### config.mk
export PLATFORM = sky130hd
export DESIGN_NAME = deserializer_mc
export DESIGN_NICKNAME = d
export VERILOG_FILES = /design/src/rtl/deser_pkg.sv /design/src/rtl/deserializer_mc_lane.sv /design/src/rtl/deserializer_mc.sv
export SDC_FILE = /design/constraint.sdc
export NUM_CORES = 1
export LEC_CHECK = 0
export BUFFER_PORTS_ARGS = -buffer_cell sky130_fd_sc_hd__clkbuf_2
export CAP_MARGIN = 40
export CORE_MARGIN = 2
export CORE_UTILIZATION = 59
export CTS_BUF_LIST = sky130_fd_sc_hd__clkbuf_4
export DETAILED_ROUTE_END_ITERATION = 6
export PLACE_DENSITY = 0.81
export SYNTH_ARGS = -nofsm -noshare
export SYNTH_HDL_FRONTEND = slang
export SYNTH_SLANG_ARGS = --single-unit
export TNS_END_PERCENT = 10
### constraint.sdc
create_clock -name clock -period 2.9 [get_ports clock]
set_clock_uncertainty 0.2 [all_clocks]
set_input_delay 0.145 -clock clock [delete_from_list [all_inputs] [get_ports clock]]
set_output_delay 0.145 -clock clock [all_outputs]
set_load 0.005 [all_outputs]
### src/rtl/deser_pkg.sv
// rtl/deser_pkg.sv - shared types, framing constants and parity helper for the multi-lane deserializer
package deser_pkg;

    typedef enum logic [1:0] {
        PAR_NONE,
        PAR_EVEN,
        PAR_ODD
    } parity_mode_t;

    typedef enum logic [1:0] {
        IDLE,
        DATA,
        PARITY,
        STOP
    } lane_state_t;

    localparam logic START_BIT = 1'b1;
    localparam logic STOP_BIT  = 1'b0;

    // x is the XOR reduction of the data bits together with the received parity bit
    function automatic logic parity_ok(input parity_mode_t mode, input logic x);
        return (mode == PAR_NONE) || (x == (mode == PAR_ODD));
    endfunction

endpackage

### src/rtl/deserializer_mc_lane.sv
// rtl/deserializer_mc_lane.sv - one serial lane: frame FSM, shift register, parity check, saturating error counter
module deser_lane
    import deser_pkg::*;
#(
    parameter int           TXN_SZ = 8,
    parameter parity_mode_t PARITY = PAR_EVEN,
    parameter int           ERR_W  = 8
) (
    input  logic              clock,
    input  logic              reset,
    input  logic              sin,
    input  logic              err_clr,
    output logic              nd,
    output logic [TXN_SZ-1:0] data,
    output logic              parity_err,
    output logic              frame_err,
    output logic [ERR_W-1:0]  err_count
);

    localparam int CW = $clog2(TXN_SZ);

    lane_state_t       state_q, state_d;
    logic [CW-1:0]     cnt_q, cnt_d;
    logic [TXN_SZ-1:0] shreg_q, shreg_d;
    logic              pbit_q, pbit_d;
    logic [TXN_SZ-1:0] data_q, data_d;
    logic              nd_q, nd_d;
    logic              perr_q, perr_d;
    logic              ferr_q, ferr_d;
    logic [ERR_W-1:0]  err_cnt_q, err_cnt_d;

    always_comb begin
        state_d   = state_q;
        cnt_d     = cnt_q;
        shreg_d   = shreg_q;
        pbit_d    = pbit_q;
        data_d    = data_q;
        nd_d      = 1'b0;
        perr_d    = 1'b0;
        ferr_d    = 1'b0;
        err_cnt_d = err_cnt_q;

        // Counter follows the registered error pulses, so it lags them by one cycle
        if ((perr_q || ferr_q) && (err_cnt_q != '1))
            err_cnt_d = err_cnt_q + 1'b1;
        if (err_clr)
            err_cnt_d = '0;

        case (state_q)
            IDLE: begin
                if (sin == START_BIT) begin
                    state_d = DATA;
                    cnt_d   = CW'(TXN_SZ - 1);
                end
            end
            DATA: begin
                shreg_d = {shreg_q[TXN_SZ-2:0], sin};
                cnt_d   = cnt_q - 1'b1;
                if (cnt_q == '0)
                    state_d = (PARITY == PAR_NONE) ? STOP : deser_pkg::PARITY;
            end
            deser_pkg::PARITY: begin
                pbit_d  = sin;
                state_d = STOP;
            end
            STOP: begin
                state_d = IDLE;
                if (sin != STOP_BIT) begin
                    ferr_d = 1'b1;
                end else if (parity_ok(PARITY, ^{shreg_q, pbit_q})) begin
                    data_d = shreg_q;
                    nd_d   = 1'b1;
                end else begin
                    perr_d = 1'b1;
                end
            end
            default: state_d = IDLE;
        endcase
    end

    always_ff @(negedge clock) begin
        if (reset) begin
            state_q   <= IDLE;
            cnt_q     <= '0;
            shreg_q   <= '0;
            pbit_q    <= 1'b0;
            data_q    <= '0;
            nd_q      <= 1'b0;
            perr_q    <= 1'b0;
            ferr_q    <= 1'b0;
            err_cnt_q <= '0;
        end else begin
            state_q   <= state_d;
            cnt_q     <= cnt_d;
            shreg_q   <= shreg_d;
            pbit_q    <= pbit_d;
            data_q    <= data_d;
            nd_q      <= nd_d;
            perr_q    <= perr_d;
            ferr_q    <= ferr_d;
            err_cnt_q <= err_cnt_d;
        end
    end

    assign nd         = nd_q;
    assign data       = data_q;
    assign parity_err = perr_q;
    assign frame_err  = ferr_q;
    assign err_count  = err_cnt_q;

endmodule

### src/rtl/deserializer_mc.sv
// rtl/deserializer_mc.sv - NUM_CH independent serial lanes recovering fixed-size frames
module deserializer_mc
    import deser_pkg::*;
#(
    parameter int           TXN_SZ = 8,
    parameter int           NUM_CH = 4,
    parameter parity_mode_t PARITY = PAR_EVEN,
    parameter int           ERR_W  = 8
) (
    input  logic                     clock,
    input  logic                     reset,
    input  logic [NUM_CH-1:0]        sin,
    input  logic                     err_clr,
    output logic [NUM_CH-1:0]        nd,
    output logic [NUM_CH*TXN_SZ-1:0] data,
    output logic [NUM_CH-1:0]        parity_err,
    output logic [NUM_CH-1:0]        frame_err,
    output logic [NUM_CH*ERR_W-1:0]  err_count
);

    // Lane i owns slice [i*TXN_SZ +: TXN_SZ] of data and [i*ERR_W +: ERR_W] of err_count
    for (genvar i = 0; i < NUM_CH; i++) begin : g_lane
        deser_lane #(
            .TXN_SZ(TXN_SZ),
            .PARITY(PARITY),
            .ERR_W (ERR_W)
        ) u_lane (
            .clock     (clock),
            .reset     (reset),
            .sin       (sin[i]),
            .err_clr   (err_clr),
            .nd        (nd[i]),
            .data      (data[i*TXN_SZ +: TXN_SZ]),
            .parity_err(parity_err[i]),
            .frame_err (frame_err[i]),
            .err_count (err_count[i*ERR_W +: ERR_W])
        );
    end

endmodule

==> results.txt, run 1 <==
- After clock tree synthesis, the clock-pin slew on the worst setup and hold paths is ~40 ps.
* Max-slew headroom at the worst pin: 49.1%
- The via count of the first global-routing pass was 5212.
- The number of antenna diodes in the final layout is 0.
- Final wirelength: 12500 um
- Y dimension of the die: 106 um
* I/O pin count: between 80 and 90
- Run status: finished clean
* Setup repair after global routing missed its margin: false
* Depth of the most critical reg-to-reg path: 5
- Crit. path cell count: 1
- CTS placed an instance of sky130_fd_sc_hd__clkbuf_4 at the clock tree root.
- Share of synthesized flip-flops with an asynchronous set or reset: 0%
- CP top delay family: flip-flops
- Entering global routing, the biggest net connects 45 pins.
- The worst setup path is captured at an output pin.
- The synthesized design devotes to its leading area cell type between 40% and 50% of total area.
- The first routing iteration left 248 violations.
- Summing the areas of all compound-gate instances in the mapped netlist gives 5.20% of the synthesized area.
- Count of TritonRoute iterations in the first routing pass: 4
- Worst Tran Pin Value: 764 ps
- In the final routed layout, each cell accounts on average for ~12 um.
- In this run the core area contains 37 standard-cell rows.
- Routed vias: 5125
- TritonCTS built the clock tree.
- Summing every instance area after synthesis gives 6160 um2.
* Post-Syn Nets: roughly 700
- In this run the worst setup path begins at g_lane[3].u_lane.err_count[1]$_SDFFE_NP0P_.
* Most used DFF post-synth: sky130_fd_sc_hd__dfxtp_1
* Critical-path top delay cell: sky130_fd_sc_hd__dfxtp_1
- Final layout net count: 897
* Main combinational cell family by area after synthesis: simple AND/OR/NAND/NOR gates
- Synthesized area per cell: 9.29 um2
- End of the critical path: err_count[25]
* Largest cells by area after synthesis: sky130_fd_sc_hd__dfxtp_1, sky130_fd_sc_hd__mux2i_1, sky130_fd_sc_hd__xnor2_1, sky130_fd_sc_hd__ha_1, sky130_fd_sc_hd__nand2b_1
- The min-delay analysis places its worst path in the category flop to flop.
* Multiplexer fraction of the synthesized cell area: 12.1%
- Number of clock sinks seen by CTS: 132
- From left edge to right edge, the die measures ~110 um.
- Required time worst endpoint: 2560 ps
- The number of buffers and inverters on the critical path is 1.
- Initial antenna violation count: 0
* Per-cell via count in the routed design: 5.07
- Number of synthesized register bits: between 100 and 150
- Final setup violating endpoints: 0
- Counting flops with a built-in enable in the synthesized netlist gives 0.
* All-layer global routing usage: a little under a quarter
- Summed over all layers, the global routing overflow is 0.
- Post-placement setup slack: roughly 74 ps
- Sum of net half-perimeters after detailed placement: 8270 um
* Startpoint type of the worst setup path: flop
- For this design the static power due to leakage is 3.44 nW.
- For this design the ratio of total power to cell area is around 740 nW/um2.
- The Yosys step of the flow raised 0 warnings.
- For this run, the share of the core covered by cells in the final layout is 72.8%.
- Post-synthesis cell count: 663
- The synthesized netlist devotes under 10% of its cell area to XOR and XNOR gates.
- Area overhead of the layout relative to synthesis: 20.9%
- For the worst-skew pair, the clock arrives at the later sink with an insertion delay of 540 ps.
- Initial standard-cell utilization of the core: approximately three fifths
* Count of H-tree levels built during CTS: 4
- Remaining antenna violation count: 0
- Critical-path cell list: clkbuf_2
- At the worst endpoint, the arrival time is ~2500 ps.
* R2R Path Start: g_lane[0].u_lane.shreg_q[3]$_SDFFE_NP0P_
- Cells with a size suffix above 1 make up ~18% of the layout.
* Accumulated negative setup slack: 0 ps
- Number of input and output port buffers inserted: 82
* Peak fanout along the critical path: 4
- Worst setup margin: 66.1 ps
- Number of endpoints with negative hold slack in the final report: 0
- Worst supply voltage drop on vdd: 394 uV
- The region available for standard cell placement spans 10200 um2.
* Unique cell type count in the Yosys netlist: 37
* Bufs on Longest Clock Path: 2
- First-pass GRT wire length: 21400 um
- The synthesized netlist devotes 5.69% of its cell area to adder and majority cells.
* Sequential element share of the synthesized area: 42.9%
- The die covers 11300 um2.
- Routability-driven placement finished with a final weighted congestion of 0.814.
- Fraction of the mapped netlist area in simple logic gates: 20.6%
* Ranking of synthesized cells by instance count: sky130_fd_sc_hd__dfxtp_1, sky130_fd_sc_hd__nor2_1, sky130_fd_sc_hd__mux2i_1, sky130_fd_sc_hd__nand2b_1, sky130_fd_sc_hd__xnor2_1
- In this run the critical register-to-register path is captured at g_lane[0].u_lane.data[5]$_SDFFE_NP0P_.
- Cell with the most instances after synthesis: sky130_fd_sc_hd__dfxtp_1
- TritonCTS created 17 clock buffers.
- The largest single stage delay on the critical path is 380 ps.
- For this run, design rule violations remaining after detail routing come to 0.
- Class of the most critical setup path: flop to output pin
* Max-cap violation count: 0
- Max-slew violation total from the final report: 0
- Worst reg-to-reg setup slack: 850 ps
* Cell type with the highest aggregate area in the netlist: sky130_fd_sc_hd__dfxtp_1
==> where the power goes <==
part	internal (W)	total [W]	switching (W)
clock	0.000752	0.00196	0.00121
combinational	0.000633	0.00141	0.000777
sequential	0.00199	0.00215	0.000154
total	0.00338	0.00551	0.00214
==> sequential cells by signal, summed over array words and instances (netlist names) <==
register and cells:
g_lane.u_lane.pbit_q 4, g_lane.u_lane.nd 4, g_lane.u_lane.cnt_q 12, g_lane.u_lane.frame_err 4
g_lane.u_lane.state_q 8, g_lane.u_lane.data 32, g_lane.u_lane.parity_err 4, g_lane.u_lane.shreg_q 32
g_lane.u_lane.err_count 32
==> timing repair <==
item                                   in CTS  in global routing
pin swaps                                   0                  0
hold buffers                                0                  0
endpoints found under the hold margin       0                  0
resized for setup                          13                 20
setup endpoints to repair                  13                 19
setup buffers                               0                  0
==> stage by stage <==
stage               cell area [um2]  total power (W)  instances  hold WS (ps)
finish                         7450          0.00551       1011           254
global route                   7450          0.00600       1011           273
global placement               6620          0.00374        848           241
CTS                            7410          0.00561       1011           256
floorplan                      6160          0.00358        663           230
detailed placement             6620          0.00385        848           250
==> how the worst min path moves through the flow <==
stage                                                  end                                    from  cells past startpoint
floorplan           g_lane[2].u_lane.cnt_q[2]$_SDFFE_NP0P_  g_lane[2].u_lane.cnt_q[2]$_SDFFE_NP0P_                      2
global placement    g_lane[3].u_lane.cnt_q[1]$_SDFFE_NP0P_  g_lane[3].u_lane.cnt_q[1]$_SDFFE_NP0P_                      2
detailed placement  g_lane[3].u_lane.cnt_q[1]$_SDFFE_NP0P_  g_lane[3].u_lane.cnt_q[1]$_SDFFE_NP0P_                      2
CTS                 g_lane[3].u_lane.cnt_q[1]$_SDFFE_NP0P_  g_lane[3].u_lane.cnt_q[1]$_SDFFE_NP0P_                      2
global route        g_lane[3].u_lane.cnt_q[1]$_SDFFE_NP0P_  g_lane[3].u_lane.cnt_q[1]$_SDFFE_NP0P_                      2
finish              g_lane[3].u_lane.cnt_q[1]$_SDFFE_NP0P_  g_lane[3].u_lane.cnt_q[1]$_SDFFE_NP0P_                      2
==> kinds of logic after synthesis <==
| kind of cell | Yosys count |
|---|---|
| AO/OA/AOI/OAI | 59 |
| XOR/XNOR | 55 |
| adder cells (fa/ha/maj) | 28 |
| buffers and inverters | 69 |
| flip-flops | 132 |
| multiplexers | 74 |
| AND/OR/NAND/NOR | 246 |
==> cell type report <==
type | count | area [um2]
repair buffers | 89 | 509
inverters | 28 | 105
well taps | 136 | 170
fillers | 764 | 2790
multi-input cells | 462 | 3200
flip-flops and latches | 132 | 2690
clock buffers | 17 | 128
clock inverters | 147 | 649
==> cells in the final DEF (no fill, tap or decap), types with 5 or more instances in the layout <==
cell                       instances
sky130_fd_sc_hd__inv_1           162
sky130_fd_sc_hd__dfxtp_1         105
sky130_fd_sc_hd__nor2_1           89
sky130_fd_sc_hd__clkbuf_2         80
sky130_fd_sc_hd__mux2i_1          72
sky130_fd_sc_hd__nand2b_1         56
sky130_fd_sc_hd__xnor2_1          42
sky130_fd_sc_hd__ha_1             28
sky130_fd_sc_hd__a21oi_1          27
sky130_fd_sc_hd__nor3_1           24
sky130_fd_sc_hd__dfxtp_2          22
sky130_fd_sc_hd__o21ai_0          21
sky130_fd_sc_hd__nand3_1          20
sky130_fd_sc_hd__clkbuf_4         17
sky130_fd_sc_hd__nand2_1          16
sky130_fd_sc_hd__xor2_1           11
sky130_fd_sc_hd__or3_1             8
sky130_fd_sc_hd__nor2b_1           8
sky130_fd_sc_hd__nor3b_1           5
sky130_fd_sc_hd__dfxtp_4           5
sky130_fd_sc_hd__buf_4             5
==> routing by layer <==
metal,wire length [um],global-route usage [%]
met3,660,9.81
met1,5490,25.2
met5,0,0
met4,196,14.3
met2,6190,38.0
Power figures use the tool's default switching activity.
==> run 2, diff against run 1 <==
--- a/config.mk
+++ b/config.mk
@@ -11,7 +11,7 @@
 export CORE_UTILIZATION = 59
 export CTS_BUF_LIST = sky130_fd_sc_hd__clkbuf_4
 export DETAILED_ROUTE_END_ITERATION = 6
-export PLACE_DENSITY = 0.81
+export PLACE_DENSITY = 0.93
 export SYNTH_ARGS = -nofsm -noshare
 export SYNTH_HDL_FRONTEND = slang
 export SYNTH_SLANG_ARGS = --single-unit
==> run 2 against run 1 <==
Combinational power about the same. Sequential power about the same. Final cell count increased by 0.20%. Non-clock buffer count increased by 2. Wire length increased by 8.8%. Clock power increased by 7%. Sequential share of layout area decreased by 0.058 points. Critical path depth unchanged. First-iteration DRC count increased by 18%. Largest cell class unchanged.
==> results.txt, run 2 (synthesis results as in run 1) <==
- Run status: finished clean
* Sum of net half-perimeters after detailed placement: 8710 um (+5.4%)
- Routed vias: 5288 (+3.2%)
* Met2 routing resource usage after global routing: 42.3% (+4.3 points)
* Clock Latency Late Sink: 540 ps (about the same)
* Y dimension of the die: 106 um (unchanged)
- Final wirelength: 13600 um (+8.8%)
- Peak fanout along the critical path: 6 (+2)
- Core Area: 10200 um2 (unchanged)
- Bufs on Longest Clock Path: 2 (unchanged)
- The data arrival time of the worst path is 2490 ps (about the same).
- The total inserted antenna cells was 0 (unchanged).
* Power density relative to cell area: 762 nW/um2 (+2.9%)
- Max-slew headroom at the worst pin: 48.0% (-1.1 points)
- Number of global-route vias before repair: 5611 (+7.7%)
- The switching power summed over all nets is 0.00220 W (+3.1%).
- Total internal power: 0.00347 W (+2.9%)
- The total count of hold-check failures in the final report came to 0 (unchanged).
- The first-pass GRT wire length came to 23300 um (+8.6%).
- The number of clock sinks is 132 (unchanged).
* CTS clock-pin slew for the worst setup and hold paths: 40 ps (about the same)
- Layout cell share with drive strength beyond 1: 18.1% (+0.53 points)
- The total negative setup slack was 0 ps (unchanged).
- The number of max-capacitance violations reported came to 0 (unchanged).
- The total power after layout was 0.00568 W (+3.0%).
* Relative contribution of the clock network to total power: 36.9% (+1.4 points)
- Remaining antenna violation count: 0 (unchanged)
* DRC marker count from the first detailed-route iteration: 293 (+18%)
* TritonCTS clock tree: built
* Count of H-tree levels built during CTS: 4 (unchanged)
- The root buffer cell chosen for the clock tree is sky130_fd_sc_hd__clkbuf_4.
- Number of CTS-inserted buffers: 17 (unchanged)
- The worst voltage drop across the vdd grid came to 457 uV (+16%).
- The die area was 11300 um2 (unchanged).
- The number of antenna violations at the first check in global routing is 0 (unchanged).
* Count of TritonRoute iterations in the first routing pass: 5 (+1)
- The worst setup path is of the flop to output pin kind.
* Final setup violating endpoints: 0 (unchanged)
- The peak per-stage delay on the critical path is 380 ps (about the same).
- The overall fraction of global-route tracks in use came to 25.2% (+1.9 points).
- In this design, the largest share of critical-path delay is due to flip-flops.
- The number of setup buffers added after CTS came to 0 (unchanged).
* GRT busiest layer: met2
* Crit path buffers/inverters: 1 (unchanged)
- Setup repair after global routing missed its margin: false
* Floorplan row count: 37 (unchanged)
- GR Util met1: 26.5% (+1.3 points)
- Endpoint type of the worst setup path: output pin
- Switching fraction of total power: 38.8% (+0.050 points)
* Initial standard-cell utilization of the core: 60.2% (unchanged)
- The leakage component of the power was 3.45 nW (+0.29%).
- DR WL/cell: 13.5 um (+8.6%)
- The worst-margin pin slew came to 780 ps (+16.7 ps).
* Required time worst endpoint: 2560 ps (about the same)
- The overall overflow remaining after global route came to 0 (unchanged).
- Leaving out fill and tap cells, the most frequent cells in the layout are sky130_fd_sc_hd__inv_1, sky130_fd_sc_hd__dfxtp_1, sky130_fd_sc_hd__nor2_1.
- The signal on the critical path passes through clkbuf_2.
- The remaining design rule violation count was 0 (unchanged).
- Share of power burned in combinational logic: 25.4% (-0.2 points)
- The routability-driven placement congestion ratio came to 0.808 (-0.74%).
- Maximum number of pins on one net before global-route repair: 46 (+2.2%)
- Max-slew violation total from the final report: 0 (unchanged)
- On the critical path, the stage with the largest delay is an instance of sky130_fd_sc_hd__dfxtp_2.
- Seq pwr share: 37.7% (-1.2 points)
* Final layout net count: 899 (+0.22%)
- The global routing met3 resource utilization is 12.1% (+2.3 points).
- Number of input and output port buffers inserted: 82 (unchanged)
- Most frequent standard cell in the layout excluding fill and tap cells: sky130_fd_sc_hd__inv_1
* Horizontal extent of the die: 106 um (unchanged)
- The number of vias per cell came to 5.22 (+3.0%).
- The worst hold path belongs to the class flop to flop.
- The area added between synthesis and finish came to 21.0% (about the same).
- STA classifies the critical path startpoint as a flop.
- The total I/O pin count is 83 (unchanged).
-- run 2: metal layers --
| metal | vias up | share of wire, % |
|---|---|---|
| met4 | 0 | 1.5 |
| met5 | - | 0 |
| met2 | 179 | 50 |
| met1 | 2487 | 41 |
| li1 | 2599 | - |
| met3 | 23 | 7.2 |
-- run 2: power groups by stage --
| stage | Clock, W | Combinational (W) | Sequential, W |
|---|---|---|---|
| floorplan | 0.000277 | 0.00117 | 0.00214 |
| global placement | 0.000277 | 0.00129 | 0.00216 |
| detailed placement | 0.000277 | 0.00140 | 0.00217 |
| CTS | 0.00217 | 0.00144 | 0.00214 |
| global route | 0.00238 | 0.00160 | 0.00216 |
| finish | 0.00210 | 0.00144 | 0.00214 |
-- run 2: final cells by class --
class | instances | area, um2
Multi-Input combinational cell | 462 | 3200
Fill cell | 748 | 2780
Sequential cell | 132 | 2690
Clock inverter | 147 | 673
Timing Repair Buffer | 91 | 493
Tap cell | 136 | 170
Clock buffer | 17 | 128
Inverter | 28 | 105
-- run 2: timing repair --
action                     in CTS  in global routing
setup endpoints to repair      10                 22
gates resized for setup        10                 22
pin swaps                       0                  0
hold buffers                    0                  0
-- run 2: path summary, 6_finish.rpt --
kind | from | to | slack, ps | cells past startpoint
worst max-delay path | g_lane[2].u_lane.err_count[2]$_SDFFE_NP0P_ | err_count[18] | 70 | 1
worst max register to register | g_lane[3].u_lane.shreg_q[1]$_SDFFE_NP0P_ | g_lane[3].u_lane.data[2]$_SDFFE_NP0P_ | 820 | 5
worst min register to register | g_lane[2].u_lane.cnt_q[2]$_SDFFE_NP0P_ | g_lane[2].u_lane.cnt_q[2]$_SDFFE_NP0P_ | 250 | 2
worst min-delay path | g_lane[2].u_lane.cnt_q[2]$_SDFFE_NP0P_ | g_lane[2].u_lane.cnt_q[2]$_SDFFE_NP0P_ | 250 | 2
-- run 2: through the flow --
step           util [%]  hold WS [ps]  instance area (um2)  cells  setup WS [ps]
4_1_cts            72.5           254                 7420   1013          0.226
3_5_place_dp       64.6           248                 6610    850           44.5
2_1_floorplan         -           230                 6160    663           83.5
6_report           72.8           253                 7450   1013           68.9
3_3_place_gp       64.6           238                 6610    850            132
5_1_grt            72.8           287                 7450   1013           1.44
